===== src/rtl/iob_interval_timer_ctrl_if.sv =====
// Configuration/command and status bundle between the CSR block and the
// interval timer controller.
interface iob_interval_timer_ctrl_if #(
    parameter int DATA_W = 32,
    parameter int EVT_W  = 8
);
    logic [DATA_W-1:0] period_i;
    logic              periodic_i;
    logic              start_i;
    logic              stop_i;
    logic              pause_i;
    logic              evt_clr_i;
    logic              busy_o;
    logic              done_o;
    logic              tick_o;
    logic              err_o;
    logic [DATA_W-1:0] count_o;
    logic [EVT_W-1:0]  evt_cnt_o;

    // CSR side: drives configuration and commands, observes status
    modport master (
        output period_i, periodic_i, start_i, stop_i, pause_i, evt_clr_i,
        input  busy_o, done_o, tick_o, err_o, count_o, evt_cnt_o
    );

    // Timer side: consumes configuration and commands, produces status
    modport slave (
        input  period_i, periodic_i, start_i, stop_i, pause_i, evt_clr_i,
        output busy_o, done_o, tick_o, err_o, count_o, evt_cnt_o
    );
endinterface


===== src/rtl/iob_interval_timer_ctrl.sv =====
// Programmable interval timer controller: sequences an internal loadable
// up-counter for one-shot or periodic expiry, with pause, restart, abort and
// a saturating expiry-event counter. cke_i low freezes every register.
module iob_interval_timer_ctrl #(
    parameter int DATA_W = 32,
    parameter int EVT_W  = 8
) (
    input  logic clk_i,
    input  logic cke_i,
    input  logic rst_i,
    iob_interval_timer_ctrl_if.slave bus
);

    typedef enum logic [1:0] {
        S_IDLE = 2'd0,
        S_RUN  = 2'd1,
        S_DONE = 2'd2
    } state_t;

    state_t            r_state;
    state_t            w_state_nxt;
    logic [DATA_W-1:0] r_period;
    logic              r_periodic;
    logic [DATA_W-1:0] r_count;
    logic [EVT_W-1:0]  r_evt_cnt;
    logic              r_tick;
    logic              r_err;

    logic              w_start_ok;
    logic              w_start_rej;
    logic              w_run_active;
    logic              w_expire;
    logic [DATA_W-1:0] w_period_m1;
    logic              w_cnt_load;
    logic              w_cnt_en;
    logic [DATA_W-1:0] w_cnt_load_val;
    logic              w_busy;
    logic              w_done;

    // Command decode: stop dominates start; a zero period start is rejected
    assign w_start_ok   = bus.start_i && !bus.stop_i && (bus.period_i != '0);
    assign w_start_rej  = bus.start_i && !bus.stop_i && (bus.period_i == '0);

    // Counting happens only in RUN, unpaused, and with no command overriding it
    assign w_run_active = (r_state == S_RUN) && !bus.pause_i && !bus.stop_i && !w_start_ok;

    // Reloading at P-1 keeps the count from ever wrapping, even for P = all-ones
    assign w_period_m1  = r_period - DATA_W'(1);
    assign w_expire     = w_run_active && (r_count == w_period_m1);

    // Counter controls: load zero on stop/start and on periodic expiry;
    // one-shot expiry leaves the count parked at P-1
    assign w_cnt_load     = bus.stop_i || w_start_ok || (w_expire && r_periodic);
    assign w_cnt_en       = w_run_active && !w_expire;
    assign w_cnt_load_val = '0;

    // State register
    always_ff @(posedge clk_i) begin
        if (cke_i) begin
            if (rst_i) begin
                r_state <= S_IDLE;
            end else begin
                r_state <= w_state_nxt;
            end
        end
    end

    // Next-state logic
    always_comb begin
        w_state_nxt = r_state;
        if (bus.stop_i) begin
            w_state_nxt = S_IDLE;
        end else if (w_start_ok) begin
            w_state_nxt = S_RUN;
        end else if (w_expire && !r_periodic) begin
            w_state_nxt = S_DONE;
        end
    end

    // Output decode from state
    always_comb begin
        w_busy = 1'b0;
        w_done = 1'b0;
        case (r_state)
            S_RUN:   w_busy = 1'b1;
            S_DONE:  w_done = 1'b1;
            default: ;
        endcase
    end

    // Loadable up-counter driven by the controller
    always_ff @(posedge clk_i) begin
        if (cke_i) begin
            if (rst_i) begin
                r_count <= '0;
            end else if (w_cnt_load) begin
                r_count <= w_cnt_load_val;
            end else if (w_cnt_en) begin
                r_count <= r_count + DATA_W'(1);
            end
        end
    end

    // Latch period and mode on an accepted start (or restart)
    always_ff @(posedge clk_i) begin
        if (cke_i) begin
            if (rst_i) begin
                r_period   <= '0;
                r_periodic <= 1'b0;
            end else if (w_start_ok) begin
                r_period   <= bus.period_i;
                r_periodic <= bus.periodic_i;
            end
        end
    end

    // Registered one-cycle tick and error pulses
    always_ff @(posedge clk_i) begin
        if (cke_i) begin
            if (rst_i) begin
                r_tick <= 1'b0;
                r_err  <= 1'b0;
            end else begin
                r_tick <= w_expire;
                r_err  <= w_start_rej;
            end
        end
    end

    // Saturating expiry-event counter; clear beats a coincident increment
    always_ff @(posedge clk_i) begin
        if (cke_i) begin
            if (rst_i || bus.evt_clr_i) begin
                r_evt_cnt <= '0;
            end else if (w_expire && (r_evt_cnt != '1)) begin
                r_evt_cnt <= r_evt_cnt + EVT_W'(1);
            end
        end
    end

    assign bus.busy_o    = w_busy;
    assign bus.done_o    = w_done;
    assign bus.tick_o    = r_tick;
    assign bus.err_o     = r_err;
    assign bus.count_o   = r_count;
    assign bus.evt_cnt_o = r_evt_cnt;

endmodule


===== src/flat_wrapper.sv =====
// flat-port wrapper written by rule: the top's interface ports become plain ports
module iob_interval_timer_ctrl_flat 
#(
    parameter int DATA_W = 32,
    parameter int EVT_W  = 8
)
  (clk_i, cke_i, rst_i, bus_period_i, bus_periodic_i, bus_start_i, bus_stop_i, bus_pause_i, bus_evt_clr_i, bus_busy_o, bus_done_o, bus_tick_o, bus_err_o, bus_count_o, bus_evt_cnt_o);
  iob_interval_timer_ctrl_if #(.DATA_W(DATA_W), .EVT_W(EVT_W)) bus_i ();
  input  logic clk_i;
  input  logic cke_i;
  input  logic rst_i;
  input wire logic [$bits(bus_i.period_i)-1:0] bus_period_i;
  input wire logic [$bits(bus_i.periodic_i)-1:0] bus_periodic_i;
  input wire logic [$bits(bus_i.start_i)-1:0] bus_start_i;
  input wire logic [$bits(bus_i.stop_i)-1:0] bus_stop_i;
  input wire logic [$bits(bus_i.pause_i)-1:0] bus_pause_i;
  input wire logic [$bits(bus_i.evt_clr_i)-1:0] bus_evt_clr_i;
  output wire logic [$bits(bus_i.busy_o)-1:0] bus_busy_o;
  output wire logic [$bits(bus_i.done_o)-1:0] bus_done_o;
  output wire logic [$bits(bus_i.tick_o)-1:0] bus_tick_o;
  output wire logic [$bits(bus_i.err_o)-1:0] bus_err_o;
  output wire logic [$bits(bus_i.count_o)-1:0] bus_count_o;
  output wire logic [$bits(bus_i.evt_cnt_o)-1:0] bus_evt_cnt_o;
  assign bus_i.period_i = bus_period_i;
  assign bus_i.periodic_i = bus_periodic_i;
  assign bus_i.start_i = bus_start_i;
  assign bus_i.stop_i = bus_stop_i;
  assign bus_i.pause_i = bus_pause_i;
  assign bus_i.evt_clr_i = bus_evt_clr_i;
  assign bus_busy_o = bus_i.busy_o;
  assign bus_done_o = bus_i.done_o;
  assign bus_tick_o = bus_i.tick_o;
  assign bus_err_o = bus_i.err_o;
  assign bus_count_o = bus_i.count_o;
  assign bus_evt_cnt_o = bus_i.evt_cnt_o;
  iob_interval_timer_ctrl #(.DATA_W(DATA_W), .EVT_W(EVT_W)) u_core (.clk_i(clk_i), .cke_i(cke_i), .rst_i(rst_i), .bus(bus_i));
endmodule

===== config.mk =====
export PLATFORM = sky130hd
export DESIGN_NAME = iob_interval_timer_ctrl_flat
export DESIGN_NICKNAME = d
export VERILOG_FILES = /design/src/rtl/iob_interval_timer_ctrl_if.sv /design/src/rtl/iob_interval_timer_ctrl.sv /design/src/flat_wrapper.sv
export SDC_FILE = /design/constraint.sdc
export NUM_CORES = 1
export LEC_CHECK = 0
export CORE_MARGIN = 4
export CORE_UTILIZATION = 54
export CTS_CLUSTER_DIAMETER = 60
export DETAILED_ROUTE_END_ITERATION = 6
export GPL_ROUTABILITY_DRIVEN = 0
export HOLD_SLACK_MARGIN = 0.05
export MAX_ROUTING_LAYER = met4
export PLACE_DENSITY = 0.81
export SETUP_SLACK_MARGIN = 0.2
export SLEW_MARGIN = 10
export SYNTH_ARGS = -nofsm -noshare
export SYNTH_HDL_FRONTEND = slang
export SYNTH_SLANG_ARGS = --single-unit

===== constraint.sdc =====
create_clock -name clk_i -period 4.53 [get_ports clk_i]
set_input_delay 0.906 -clock clk_i [delete_from_list [all_inputs] [get_ports clk_i]]
set_output_delay 0.906 -clock clk_i [all_outputs]
set_load 0.02 [all_outputs]

# Word-level counts from Yosys, hierarchy flattened
# Index checks and enable logic that the tools add are counted.
# op_classes
n_addsub	3
n_eq_ne	4
n_mux	8
reduce_logical	32
# op_table
op	n
$mux W32	2
$add A32 B1 Y32 const B	1
$eq A32 B32 Y1	1
$logic_not A32 Y1	1
$reduce_bool A32 Y1	1
$sub A32 B1 Y32 const B	1
$logic_and A1 B1 Y1	11
$add A8 B1 Y8 const B	1
$mux W8	1
$ne A8 B8 Y1 const B	1
$reduce_and A2 Y1	4
$logic_not A1 Y1	5
$mux W1	4
$reduce_bool A2 Y1	2
$reduce_bool A4 Y1	1
$reduce_or A2 Y1	2
$logic_or A1 B1 Y1	3
$reduce_bool A3 Y1	1
$reduce_or A3 Y1	1
$eq A2 B1 Y1 const B	1
$eq A2 B2 Y1 const B	1
$mux W2	1
# totals
ff_bits	77
output_inout_bits	44

# Longest topological paths before layout
# Gate-level depths: netlist of run 1.
# logic_depth
ltp_word	10
depth_mapped	11
depth_no_buf	10

# Worst setup path before layout of run 1
# OpenSTA, ideal clock, no wires.
# synth_timing
path_kind	register to register
startpoint	register u_core.r_period[0]
endpoint	register u_core.r_count[0], in the netlist u_core.bus.count_o[0] (enable)
setup_time_ps	421
arrival_time_ps	3486
required_ps	4109
setup_slack_ps	623
path_stages_with_launch	11
n_path_buf	0
cell_sequence	edfxtp_1 > inv_1 > ha_1 > nor4b_4 > nand4_4 > or3_2 > a31oi_1 > a2bb2oi_2 > o211ai_1 > nor4_1 > nor2_1
# synth_via
elab_chain_len	7
word_cells_on_any_way	9
classes_between	add/sub (1); eq/ne (1); reduce/logical (7)
# synth_lines
element	line_no	source
start, declared	iob_interval_timer_ctrl.sv:22	logic [DATA_W-1:0] r_period;
start signal, assigned	iob_interval_timer_ctrl.sv:111	r_period <= bus.period_i;
$sub A32 B1 Y32 (*)	iob_interval_timer_ctrl.sv:48	assign w_period_m1 = r_period - DATA_W'(1);
$eq A32 B32 Y1 (*)	iob_interval_timer_ctrl.sv:49	assign w_expire = w_run_active && (r_count == w_period_m1);
$logic_and A1 B1 Y1 (*)	iob_interval_timer_ctrl.sv:49	
$logic_not A1 Y1 or $logic_and A1 B1 Y1 (tied branches)	iob_interval_timer_ctrl.sv:54, iob_interval_timer_ctrl.sv:53	
$logic_and A1 B1 Y1 or $logic_or A1 B1 Y1 (tied branches)	iob_interval_timer_ctrl.sv:54, iob_interval_timer_ctrl.sv:53	
$reduce_bool A3 Y1 (no source line) (*)	n/a	
$reduce_and A2 Y1 (no source line) (*)	n/a	
end signal, assigned	iob_interval_timer_ctrl.sv:97	r_count <= w_cnt_load_val;
end signal, assigned	iob_interval_timer_ctrl.sv:99	r_count <= r_count + DATA_W'(1);
end, declared	iob_interval_timer_ctrl.sv:24	logic [DATA_W-1:0] r_count;
# Mark *: on every way between the ends. The rest lies on a longest branch, timed or not.
# A chain may end at the register's enable or synchronous reset.

# Worst setup path in the final report of run 1
# layout_timing
startpoint	register u_core.r_period[0]
endpoint	register u_core.r_count[12], in the netlist u_core.bus.count_o[12], data pin
# layout_via
elab_chain_len	6
# layout_lines
element	line_no	source
$sub A32 B1 Y32	iob_interval_timer_ctrl.sv:48	
$eq A32 B32 Y1	iob_interval_timer_ctrl.sv:49	
$logic_and A1 B1 Y1	iob_interval_timer_ctrl.sv:49	
$logic_and A1 B1 Y1	iob_interval_timer_ctrl.sv:53	assign w_cnt_load = bus.stop_i || w_start_ok || (w_expire && r_periodic);
$logic_or A1 B1 Y1	iob_interval_timer_ctrl.sv:53	
$reduce_or A2 Y1 (no source line)	n/a	
# Every way passes these cells.

==> results of run 1 <==
[stage by stage]
| step | total power, W | cells | area [µm²] | hold slack, ns | setup slack, ns |
|---|---|---|---|---|---|
| 6_report | 0.001761 | 671 | 6181 | 0.6393 | 0.9869 |
| 5_1_grt | 0.001823 | 671 | 6181 | 0.6605 | 0.7800 |
| 4_1_cts | 0.001763 | 671 | 6181 | 0.6412 | 0.9851 |
| 3_5_place_dp | 0.001210 | 655 | 5966 | 0.6233 | 0.6217 |
| 3_3_place_gp | 0.001198 | 655 | 5966 | 0.6145 | 0.7413 |
| 2_1_floorplan | 0.001081 | 471 | 5059 | 0.7243 | 0.6228 |
[metal layers]
layer | share of wire | track usage
met1 | 0.45 | 0.2810
met2 | 0.47 | 0.3396
met3 | 0.064 | 0.04447
met4 | 0.019 | 0.07685
met5 | 0 | -
[layout by cell type, fill, tap and decap left out, types with 13 or more instances in the layout]
cell,n
and3_1,14
clkdlybuf4s50_1,83
edfxtp_1,77
nand2_1,30
nand3_1,27
nor2_1,33
nor2b_1,36
nor3_1,13
nor3_2,31
nor4_1,15
xnor2_1,32
xor2_1,38
[power by group]
| part | internal, W | switching (W) |
|---|---|---|
| Clock | 0.000311 | 0.000254 |
| Combinational | 0.000142 | 0.000145 |
| Sequential | 0.000839 | 0.0000694 |
[path summary, 6_finish.rpt]
path                                         start                               endpoint  slack (ns)  cells after the start
min          u_core.bus.evt_cnt_o[0]$_SDFFCE_PN0P_  u_core.bus.evt_cnt_o[0]$_SDFFCE_PN0P_        0.64                      1
max               u_core.r_period[0]$_SDFFCE_PP0P_   u_core.bus.count_o[12]$_SDFFCE_PP0P_        0.99                     11
min reg2reg  u_core.bus.evt_cnt_o[0]$_SDFFCE_PN0P_  u_core.bus.evt_cnt_o[0]$_SDFFCE_PN0P_        0.64                      1
max reg2reg       u_core.r_period[0]$_SDFFCE_PP0P_   u_core.bus.count_o[12]$_SDFFCE_PP0P_        0.99                     11
[logic make-up after synthesis]
logic type      share of synthesized area
buf+inv                           0.02770
flops                              0.4571
fa+ha+maj                        0.007421
compound gates                    0.05788
simple gates                       0.3228
mux                              0.005936
xor+xnor                           0.1212
[registers in the layout, summed over array words and instances (netlist names)]
signal,cells
u_core.r_periodic,1
u_core.bus.tick_o,1
u_core.r_state,2
u_core.r_period,32
u_core.bus.evt_cnt_o,8
u_core.bus.err_o,1
u_core.bus.count_o,32
[layout make-up]
cell class              count  area (µm²)  share of cell area
clock inverters             6       87.58             0.01417
clock buffers              10       127.6             0.02065
flip-flops and latches     77        2312              0.3741
repair buffers             88       868.3              0.1405
multi-input cells         369        2609              0.4221
well taps                 111       138.9             0.02247
inverters                  10       37.54            0.006073
==> impl_results.md, run 1 <==
* Status: finished clean
* Antenna violations before repair at 0
* VDD IR-drop max at 0.1600 mV
* Final Hold Vio Count at 0
* Die Height at 104.8 µm
* Final Max Slew Viols at 0
* N_diodes at 0
* Post-synth EDFFs at 77
* CP endpoint kind: register
* Worst path bufs/invs at 2
* Vias in the first global route at 3,872
* Clk_lat worst skew at 0.34 ns
* Setup bufs post-CTS at 0
* Worst setup SP type: register
* RSZ-0062 raised after global routing: false
* Fillers at 726
* Via Count at 3,991
* Site Rows at 35
* CP peak stage delay at 0.53 ns
* Post-Syn Area per Cell at 10.74 µm²
* Worst Path Arrival at 3.62 ns
* Critical-path cell list: inv_1 > ha_1 > nor4b_4 > nand4_4 > or4_1 > a211o_1 > a2bb2oi_2 > nand2_2 > nor3_4 > buf_4 > nor3_1
* Count leader, synth: edfxtp_1
* Max Clock Freq at 282.2 MHz
* Post-synth net total at 514
* Final net count at 598
* Clock sink total at 77
* Die X at 104.8 µm
* Setup Skew at 0.005822 ns
* 1st-pass router iterations at 5
* First-pass GRT wire length at 18.71 mm
* Drt wl/cell at 17.06 µm
* Fin crit period at 3.543 ns
* PwrDens at 284.9 mW/mm²
* GR Overflow Total at 0
* Die Area at 0.01098 mm²
* CP max FO at 32
* Data required time of the worst path at 4.61 ns
* DR DRC count at 0
* Critical path's top delay family: simple AND/OR/NAND/NOR gates
* Sequential fraction of the synthesis area at 0.4571
* Cts hold-fix bufs at 0
* Fin crit share at 0.7821
* Commonest register cell after synthesis: edfxtp_1
* CP max-delay cell: or4_1
* Final core utilization at 0.6721
* P&R area growth vs syn at 22.19%
* Worst slew pin tran at 0.6827 ns
* Setup-failing EPs final at 0
* Worst-path clk slew at 0.08 ns
* Routed wire length at 11.45 mm
* Share of the synthesized area in the top cell type at 0.4571
* Yosys reg bits at 77
* Crit Path Class: register to register
* CTS buffer count at 9
* Relative slew margins at 0.5449
* Top-Level Pins at 84
* Detail Route Antenna Nets at 0
* Max-cap violations at 0
* Core area at 0.009196 mm²
* Post-synth ARST share at 0
* YS warnings at 0
* Layout cells sized above 1 at 0.1339
* Top post-synthesis cells by area: edfxtp_1, xor2_1, nor3_2
* Htree depth at 3
* Via density at 5.948
* Total GRT Usage at 0.2167
* Cell Area, Synth at 0.005059 mm²
* Detailed router's first-iteration violation count at 308
* HPWL after DPL at 8.840 mm
* TritonCTS clock tree: yes
* Synth area leader: edfxtp_1
* Post_cts resized at 0
* Gate Count Post-Synth at 471
* Count of input and output buffers at 83
* Initial core utilization at 0.5501
* CTS Buffer Depth at 2
* Commonest cells post-synth: edfxtp_1, xor2_1, nor2b_1, nor2_1, xnor2_1
* Static leakage power at 2.023 nW
* Largest net degree at the start of global routing at 36
* Post-synthesis cell type count at 67
* Hold Path Class: register to register
* CTS Root Cell: clkbuf_8
* Setup Total Neg Slack at 0 ns
Power figures use the tool's default switching activity.
==> run 2: changes to the inputs <==
Settings changed: CORE_UTILIZATION 54 to 49, PLACE_DENSITY 0.81 to 0.77.
Clock period 4.53 ns to 3 ns, I/O delays scaled along.
==> run 2 against run 1 <==
Against the previous run:
- the flow now finishes with violations (setup timing)
- design area is 15% higher
- critical path depth is 1 higher
- sequential cell count stayed put
- routed wire length is 22% higher
- via count is 9.9% higher
- critical path type unchanged
==> impl_results.md, run 2 (same netlist as run 1, synthesis figures left out) <==
* Vias in the first global route at 4,327 (was 3,872)
* Most common cell after layout, fill and taps aside: clkdlybuf4s50_1 (unchanged)
* RSZ-0062 raised after global routing: true (was false)
* Most frequent cells in the layout: clkdlybuf4s50_1, edfxtp_1, buf_4, xor2_1, nor2b_1 (was clkdlybuf4s50_1, edfxtp_1, xor2_1, nor2b_1, nor2_1)
* Die X at 109.6 µm (was 104.8 µm)
* Layer with the highest usage: met2 (unchanged)
* Setup Skew at 0.01470 ns (was 0.005822 ns)
* Fillers at 708 (was 726)
* CP endpoint kind: register (unchanged)
* TritonCTS clock tree: yes (unchanged)
* Final Max Slew Viols at 0 (unchanged)
* Worst Path Arrival at 3.34 ns (was 3.62 ns)
* Flop pwr share at 0.509 (was 0.516)
* Routed wire length at 13.92 mm (was 11.45 mm)
* Setup-failing EPs final at 74 (was 0)
* Status: complete, but fails checks (was finished clean)
* Top-Level Pins at 84 (unchanged)
* Detail Route Antenna Nets at 0 (unchanged)
* Cell Count Post-Placement at 733 (was 655)
* Final Worst Setup Slack at -0.2554 ns (was 0.9869 ns)
* CTS Buffer Depth at 2 (unchanged)
* Int Pwr at 0.001872 W (was 0.001292 W)
* Clock sink total at 77 (unchanged)
* Routing usage on met3 at 0.03582 (was 0.04447)
* Comb pwr share at 0.220 (was 0.163)
* Total GRT Usage at 0.2370 (was 0.2167)
* Static leakage power at 2.475 nW (was 2.023 nW)
* Core area at 0.009910 mm² (was 0.009196 mm²)
* CTS Root Cell: clkbuf_8 (unchanged)
* Final Hold Vio Count at 0 (unchanged)
* Fin area at 0.007093 mm² (was 0.006181 mm²)
* Largest net degree at the start of global routing at 39 (was 36)
* VDD IR-drop max at 0.2511 mV (was 0.1600 mV)
* CP max FO at 8 (was 32)
* Relative slew margins at 0.6505 (was 0.5449)
* Via Count at 4,388 (was 3,991)
* Drt wl/cell at 18.05 µm (was 17.06 µm)
* Violated checks: setup timing
* GR Overflow Total at 0 (unchanged)
* HPWL after DPL at 9.361 mm (was 8.840 mm)
* Worst Reg2Reg Path Length in Cells at 12 (was 11)
* Layout Cells excl Fill at 771 (was 671)
* Max-cap violations at 0 (unchanged)
* Worst setup SP type: register (unchanged)
* DR DRC count at 0 (unchanged)
* Detailed router's first-iteration violation count at 281 (was 308)
* Switch share at 0.2957 (was 0.2662)
* Fin crit period at 3.255 ns (was 3.543 ns)
* Count of input and output buffers at 83 (unchanged)
* Antenna violations before repair at 0 (unchanged)
* N_diodes at 0 (unchanged)
* Die Height at 109.6 µm (was 104.8 µm)
* Switching Power at 0.0007861 W (was 0.0004688 W)
* Final net count at 676 (was 598)
* Max Clock Freq at 307.2 MHz (was 282.2 MHz)
* Clk_lat worst skew at 0.35 ns (was 0.34 ns)
* CTS buffer count at 9 (unchanged)
* Placed cell areas at 0.006460 mm² (was 0.005966 mm²)
* Worst Hold Depth at 1 (unchanged)
* Die Area at 0.01201 mm² (was 0.01098 mm²)
* Data required time of the worst path at 3.09 ns (was 4.61 ns)
* Setup slack at placement at -0.4982 ns (was 0.6217 ns)
* PwrDens at 374.8 mW/mm² (was 284.9 mW/mm²)
* Crit Path Class: register to register (unchanged)
* Worst slew pin tran at 0.5208 ns (was 0.6827 ns)
* P&R area growth vs syn at 40.22% (was 22.19%)
* Initial core utilization at 0.5105 (was 0.5501)
* Worst-path clk slew at 0.09 ns (was 0.08 ns)
* 1st-pass router iterations at 5 (unchanged)
* Htree depth at 3 (unchanged)
* Grt met1 use at 0.3153 (was 0.2810)
* Site Rows at 36 (was 35)
* Clock power share at 0.271 (was 0.321)
* Hold Path Class: register to register (unchanged)
* Via density at 5.691 (was 5.948)
* First-pass GRT wire length at 21.47 mm (was 18.71 mm)
* Fin crit share at 1.085 (was 0.7821)
* Layout cells sized above 1 at 0.2743 (was 0.1339)
* Met2 Track Usage GR at 0.3793 (was 0.3396)
-- run 2: cell types whose count changed in the layout (fill, tap and decap cells not counted), moves of 3 or more --
cell	change
nor2_4	+3
o21ai_0	-3
buf_6	+6
inv_6	+3
buf_4	+63
buf_12	+4
nor4_1	-3
-- run 2: cell type report --
cell class,instances,area [µm²],share of cell area
Timing Repair Buffer,165,1594,0.2247
Sequential cell,77,2312,0.3260
Inverter,10,37.54,0.005292
Clock inverter,7,55.05,0.007762
Tap cell,133,166.4,0.02346
Clock buffer,9,123.9,0.01746
Multi-Input combinational cell,370,2804,0.3953
-- run 2: power by group through the flow --
stage / clock network (W) / logic [W] / registers [W]
after floorplan: 0 / 0.000234 / 0.00140
after CTS: 0.000730 / 0.000552 / 0.00135
after global routing: 0.000777 / 0.000624 / 0.00136
after global placement: 0 / 0.000508 / 0.00137
final: 0.000720 / 0.000584 / 0.00135
after detailed placement: 0 / 0.000525 / 0.00137
-- run 2: path summary, 6_finish.rpt --
kind | from | end | slack [ns]
max | u_core.r_period[1]$_SDFFCE_PP0P_ | u_core.bus.count_o[2]$_SDFFCE_PP0P_ | -0.26
min | u_core.bus.evt_cnt_o[0]$_SDFFCE_PN0P_ | u_core.bus.evt_cnt_o[0]$_SDFFCE_PN0P_ | 0.66
max reg2reg | u_core.r_period[1]$_SDFFCE_PP0P_ | u_core.bus.count_o[2]$_SDFFCE_PP0P_ | -0.26
min reg2reg | u_core.bus.evt_cnt_o[0]$_SDFFCE_PN0P_ | u_core.bus.evt_cnt_o[0]$_SDFFCE_PN0P_ | 0.66
-- run 2: per-stage QoR --
step | hold slack, ns | util | total power, W | setup TNS [ns]
6_report | 0.6553 | 0.7158 | 0.002659 | -14.89
3_3_place_gp | 0.6161 | 0.6519 | 0.001879 | -22.30
2_1_floorplan | 0.7125 | - | 0.001634 | 0
4_1_cts | 0.6479 | 0.6979 | 0.002632 | -13.30
3_5_place_dp | 0.6312 | 0.6519 | 0.001899 | -30.66
5_1_grt | 0.6921 | 0.7158 | 0.002765 | -20.58
-- run 2: repair_timing --
item,4_1_cts,5_1_grt
hold endpoints to repair,0,0
cloned,4,2
resized for setup,22,22
buffers inserted,12,4
hold buffers,0,0
pin swaps,12,16
endpoints found under the setup margin,75,75
-- run 2: critical path, cell delays in order, from the launching register on --
cell and delay (ns):
edfxtp_1 0.41, buf_4 0.16, or3_4 0.39, or4_4 0.42
xnor2_1 0.15, nor3_2 0.25, nor3b_4 0.28, nand4_2 0.18
buf_6 0.17, nor3_4 0.20, buf_12 0.17, clkbuf_16 0.17
nor3_2 0.04
-- run 2: layer usage --
layer	share of wire	up-vias
met5	0	-
met4	0.023	0
met3	0.065	32
met2	0.49	196
met1	0.42	2095
li1	-	2065
==> run 3: changes to the inputs <==
Settings changed: ABC_AREA set to 0.
==> results of run 3 <==
Final layout, timing and power as in run 2 (identical DEF).
